**config.mk**
```make
export PLATFORM = sky130hd
export DESIGN_NAME = conversor_bin_bcd
export DESIGN_NICKNAME = d
export VERILOG_FILES = /design/src/rtl/conversor_bin_bcd.sv
export SDC_FILE = /design/constraint.sdc
export NUM_CORES = 1
export LEC_CHECK = 0
export CAP_MARGIN = 20
export CORE_MARGIN = 1.5
export CORE_UTILIZATION = 49
export DETAILED_ROUTE_END_ITERATION = 16
export PLACE_DENSITY = 0.75
export SETUP_SLACK_MARGIN = 0.1
export SLEW_MARGIN = 10
export SYNTH_ARGS = -nofsm -noshare
export SYNTH_HDL_FRONTEND = slang
export SYNTH_SLANG_ARGS = --single-unit
```
**constraint.sdc**
```tcl
create_clock -name reloj -period 1.2 [get_ports reloj]
set_input_delay 0.24 -clock reloj [delete_from_list [all_inputs] [get_ports reloj]]
set_output_delay 0.24 -clock reloj [all_outputs]
set_load 0.05 [all_outputs]
```
**src/rtl/conversor_bin_bcd.sv**
```systemverilog
// Sequential binary-to-BCD converter (shift-and-add-3), one operand bit per clock.
// Optional build macro BCD_BLANK_CEROS_EN: leading zero digits are written as 4'hF (blank code).
module conversor_bin_bcd #(
    parameter  int ANCHO_BIN   = 12,
    localparam int TAM_REG_BCD = ANCHO_BIN + 4,
    localparam int CANT_CIFRAS = TAM_REG_BCD / 4
) (
    input  logic                   reloj,
    input  logic                   reset_n,
    input  logic [ANCHO_BIN-1:0]   dato_bin,
    input  logic                   inicio,
    output logic                   ocupado,
    output logic                   listo,
    output logic [TAM_REG_BCD-1:0] reg_cifrasBCD
);

    localparam int ANCHO_CUENTA = $clog2(ANCHO_BIN + 1);

    localparam logic [1:0] REPOSO   = 2'd0;
    localparam logic [1:0] DESPLAZA = 2'd1;
    localparam logic [1:0] FIN      = 2'd2;

    logic [1:0]              estado_r;
    logic [ANCHO_BIN-1:0]    desp_bin_r;
    logic [TAM_REG_BCD-1:0]  acum_bcd_r;
    logic [ANCHO_CUENTA-1:0] cuenta_r;

    logic [TAM_REG_BCD-1:0]  acum_ajustado_s;
    logic [TAM_REG_BCD-1:0]  acum_siguiente_s;
    logic [ANCHO_BIN-1:0]    desp_siguiente_s;
    logic [TAM_REG_BCD-1:0]  resultado_s;

    // Add 3 to every digit >= 5 so the following shift carries correctly into the next digit.
    function automatic logic [TAM_REG_BCD-1:0] ajusta_bcd(input logic [TAM_REG_BCD-1:0] valor);
        logic [TAM_REG_BCD-1:0] res;
        res = valor;
        for (int i = 0; i < CANT_CIFRAS; i++) begin
            if (valor[4*i +: 4] >= 4'd5) begin
                res[4*i +: 4] = valor[4*i +: 4] + 4'd3;
            end else begin
                res[4*i +: 4] = valor[4*i +: 4];
            end
        end
        return res;
    endfunction

`ifdef BCD_BLANK_CEROS_EN
    // Digit 0 is always kept so a zero result still shows one digit.
    function automatic logic [TAM_REG_BCD-1:0] blanquea_ceros(input logic [TAM_REG_BCD-1:0] valor);
        logic [TAM_REG_BCD-1:0] res;
        logic                   lider;
        res   = valor;
        lider = 1'b1;
        for (int i = CANT_CIFRAS - 1; i >= 1; i--) begin
            if (lider && (valor[4*i +: 4] == 4'd0)) begin
                res[4*i +: 4] = 4'hF;
            end else begin
                lider = 1'b0;
            end
        end
        return res;
    endfunction
`endif

    // One double-dabble step: adjust digits, then shift {acum, desp} left by one.
    always_comb begin
        acum_ajustado_s  = ajusta_bcd(acum_bcd_r);
        acum_siguiente_s = {acum_ajustado_s[TAM_REG_BCD-2:0], desp_bin_r[ANCHO_BIN-1]};
        desp_siguiente_s = {desp_bin_r[ANCHO_BIN-2:0], 1'b0};
`ifdef BCD_BLANK_CEROS_EN
        resultado_s      = blanquea_ceros(acum_bcd_r);
`else
        resultado_s      = acum_bcd_r;
`endif
    end

    // Control FSM and datapath registers; reg_cifrasBCD only updates in FIN.
    always_ff @(posedge reloj or negedge reset_n) begin
        if (!reset_n) begin
            estado_r      <= REPOSO;
            desp_bin_r    <= '0;
            acum_bcd_r    <= '0;
            cuenta_r      <= '0;
            ocupado       <= 1'b0;
            listo         <= 1'b0;
            reg_cifrasBCD <= '0;
        end else begin
            listo <= 1'b0;
            case (estado_r)
                REPOSO: begin
                    if (inicio) begin
                        desp_bin_r <= dato_bin;
                        acum_bcd_r <= '0;
                        cuenta_r   <= ANCHO_CUENTA'(ANCHO_BIN);
                        ocupado    <= 1'b1;
                        estado_r   <= DESPLAZA;
                    end else begin
                        ocupado    <= 1'b0;
                        estado_r   <= REPOSO;
                    end
                end
                DESPLAZA: begin
                    acum_bcd_r <= acum_siguiente_s;
                    desp_bin_r <= desp_siguiente_s;
                    cuenta_r   <= cuenta_r - ANCHO_CUENTA'(1);
                    if (cuenta_r == ANCHO_CUENTA'(1)) begin
                        estado_r <= FIN;
                    end else begin
                        estado_r <= DESPLAZA;
                    end
                end
                FIN: begin
                    reg_cifrasBCD <= resultado_s;
                    listo         <= 1'b1;
                    ocupado       <= 1'b0;
                    estado_r      <= REPOSO;
                end
                default: begin
                    ocupado  <= 1'b0;
                    estado_r <= REPOSO;
                end
            endcase
        end
    end

endmodule

```
==> impl_metrics.csv <==
group,metric,value,unit
outcome,outcome,"finished with violations",
outcome,failed_checks,"negative setup slack",
worst_setup_path,cp.arrival,1660,ps
drt,dr.pass1.iters,5,
logic_synthesis,yosys_warnings,0,
global_route,grt_max_degree,53,
drt,drtIter0Drc,302,
timing,layout_setup_ws,-200.9,ps
timing,hold_viol_final,0,
drt,drc,0,
logic_synthesis,avgSynthCellArea,10.35,sq um
worst_setup_path,cp_num_cells,4,
drt,drt-total-wl,10360,um
worst_setup_path,cpMaxStageDelayCell,"dfrtp_2",
drt,vias,2591,
worst_setup_path,cp_cell_sequence,"buf_4 > nand2b_4 > o31ai_2 > a32o_1",
timing,slew_violations,0,
drt,route.met2.wl,5145,um
timing,finalSetupViolations,47,
drt,avgViaCountPerCell,6.169,
worst_setup_path,crit_family,"flip-flops",
power,power_density,2994,nW/um^2
floorplan,die-area,5704,sq um
floorplan,io-pin-count,33,
global_route,grt_use_total,30.61,%
cts,clockBufferDepth,2,
cts,cts_root_buf,"clkbuf_8",
floorplan,initial_core_util,50.79,%
cts,clk_pin_slew_worst_paths,100,ps
worst_setup_path,rr_startpoint,"estado_r[1]$_DFF_PN0_",
placement,hpwl,4025,um
cts,cts.sinks,52,
floorplan,die_width,75.53,um
cts,tritoncts,"yes",
logic_synthesis,syn_nets,274,
timing,fin_hold_ws,425.6,ps
timing,fin_crit_sh,116.7,%
power,p_leak,2.079,nW
layout,drive_above_1_share,63.43,%
global_route,grt-ovfl-total,0,
cts,insertion_delay,320,ps
global_route,grt_pass1_wl,12750,um
worst_setup_path,reg2reg_to,"acum_bcd_r[7]$_DFFE_PN0P_",
placement,io_buffers,32,
power,peakVddDrop,1.778,mV
timing,finalClockSkew,8.300,ps
timing,fmax,0.7138,GHz
drt,routed.top_layer,"met4",
logic_synthesis,yosysSeqAreaShare,50.49,%
drt,post_drt_wl_per_cell,24.66,um
min_path,hp-class,"input pin to async pin",
logic_synthesis,ys_top_cells_by_area,"dfrtp_1 (50%), o21ai_0 (6.2%), nand2_1 (5.7%), ha_1 (4.9%), and3b_1 (3.4%)",
placement,place.gp.congestion,0.8353,
timing,period_needed,1401,ps
cts,htreeDepth,2,
worst_setup_path,path_max_fanout,7,
layout,num_antenna_cells,0,
drt,wl_met1,4072,um
placement,post_dp_cell_area,3488,sq um
worst_setup_path,r2r_slack,-200,ps
worst_setup_path,worst-path-buf-inv,1,
floorplan,fp-row-count,26,
worst_setup_path,critPathLaunchType,"flop",
drt,ant_nets,0,
worst_setup_path,crit_type,"flop to flop",
floorplan,die_h,75.53,um
global_route,antenna_found_initial,0,
worst_setup_path,end_kind,"flop",
logic_synthesis,synth_cell_type_count,39,
worst_setup_path,required,1460,ps
timing,timing.slew.headroom,78.31,%
worst_setup_path,slowest_delay,470,ps
layout,fillers,182,
layout,final_area,4528,sq um
flow_run,drv_cap,0,
timing,setup_tns,-3431,ps
worst_setup_path,ff2ff_path_depth,4,
logic_synthesis,synth_top_area_cell,"dfrtp_1",
timing,rsz0062_at_grt,"yes",
global_route,grt_pass1_vias,2551,
timing,worst_slew_pin_slew,325.3,ps
layout,nets,375,
floorplan,coreArea,5075,sq um
logic_synthesis,netlist_area,2577,sq um
layout,area_growth,75.68,%
logic_synthesis,syn_inst,249,
drt,wl_met3,605,um
cts,cts_buffers,5,
logic_synthesis,synth_top_area_share,50.49,%
logic_synthesis,yosys_register_bits,52,
==> stage by stage <==
stage,setup slack [ps],std cells,util (%),total power (W)
2_1_floorplan,-74.07,249,-,0.006586
3_3_place_gp,-279.7,376,68.74,0.008776
3_5_place_dp,-336.6,376,68.74,0.008998
4_1_cts,-126.4,411,80.87,0.01148
5_1_grt,-215.1,420,89.23,0.01408
6_report,-200.9,420,89.23,0.01356
==> worst max-delay path by stage <==
stage / startpoint / end / slack (ps)
CTS: acum_bcd_r[4]$_DFFE_PN0P_ / acum_bcd_r[5]$_DFFE_PN0P_ / -130
global route: estado_r[1]$_DFF_PN0_ / acum_bcd_r[7]$_DFFE_PN0P_ / -220
detailed placement: inicio / acum_bcd_r[2]$_DFFE_PN0P_ / -340
finish: estado_r[1]$_DFF_PN0_ / acum_bcd_r[7]$_DFFE_PN0P_ / -200
floorplan: acum_bcd_r[8]$_DFFE_PN0P_ / acum_bcd_r[10]$_DFFE_PN0P_ / -70
global placement: inicio / acum_bcd_r[6]$_DFFE_PN0P_ / -280
==> flip-flops by register name (all words and copies together) (netlist names) <==
signal and cells:
reg_cifrasBCD 16, cuenta_r 4, desp_bin_r 12, acum_bcd_r 16, estado_r 2, ocupado 1, listo 1
==> power by group <==
part | internal (W) | switching [W] | total (W) | leakage [nW]
clock network | 0.000516 | 0.000601 | 0.00112 | 0.0503
registers | 0.00247 | 0.000887 | 0.00336 | 0.674
logic | 0.00454 | 0.00455 | 0.00909 | 1.36
==> repair_timing <==
item                                    CTS  global route
pin swaps                                24            16
gates cloned                              8             0
buffers inserted                         19            12
hold endpoints to repair                 52             0
endpoints found under the setup margin   68            70
gates resized for setup                  89            89
hold buffers                              1             0
==> worst register-to-register path, cell delays in order, from the launching register on <==
cell,delay (ps)
dfrtp_2,470
buf_4,170
nand2b_4,240
o31ai_2,310
a32o_1,170
==> layout by cell type (no fill, tap or decap), drive strengths merged, types with 3 or more instances in the layout <==
cell,instances
o221ai,4
nor2,4
clkbuf,7
o32ai,3
clkdlybuf4s50,12
dfrtp,52
o311ai,4
o21a,4
o21ai,34
and3b,10
nand2b,4
o2111ai,8
nor2b,5
nand2,39
ha,10
a21oi,13
o31ai,4
inv,20
a32o,4
xnor2,3
buf,93
==> cell usage after synthesis <==
library cell and n:
buf_4 4, mux2i_1 1, o21ai_1 2, dfrtp_1 52, o221ai_1 1, ha_1 10, o2111ai_1 8, a22oi_1 1
o31ai_1 4, o32ai_1 3, clkbuf_1 1, a21oi_2 2, o22ai_1 1, nor2_2 2, a32o_1 4, and2b_1 1
nand2b_1 2, o221ai_2 3, nand3b_1 1, nand2b_4 1, inv_1 20, and3_1 1, buf_2 2, nor3_1 1
o21bai_4 1, o21ba_4 1, nor2_1 2, buf_6 5, xnor2_1 3, and3b_1 10, nor2b_1 5, a31oi_1 1
nand2_1 39, a21oi_1 11, o21ai_0 32, a2bb2oi_1 1, clkbuf_2 2, o21a_1 4, o311ai_1 4
==> routing by layer <==
metal | vias to the layer above | global-route usage, %
met5 | - | 0
met3 | 57 | 6.349
met4 | 0 | 14.48
met2 | 138 | 50.78
li1 | 1092 | -
met1 | 1304 | 38.31
==> cell type report <==
type                            count  area, sq um  share of cell area, %
Clock buffer                        7        96.34                  2.128
Inverter                           20        75.07                  1.658
Multi-Input combinational cell    164         1672                  36.92
Sequential cell                    52         1309                  28.90
Tap cell                           70        87.58                  1.934
Timing Repair Buffer              107         1289                  28.46
==> cells by family (layout without fill, tap and decap cells) <==
kind of cell	Yosys count	count (layout)	synth area share, %
compound gates	84	84	22.96
xor+xnor	3	3	1.020
mux	1	1	0.3884
buf+inv	34	134	7.184
flops	52	52	50.49
simple gates	65	66	13.11
fa+ha+maj	10	10	4.854
(Power assumes the default switching activity.)
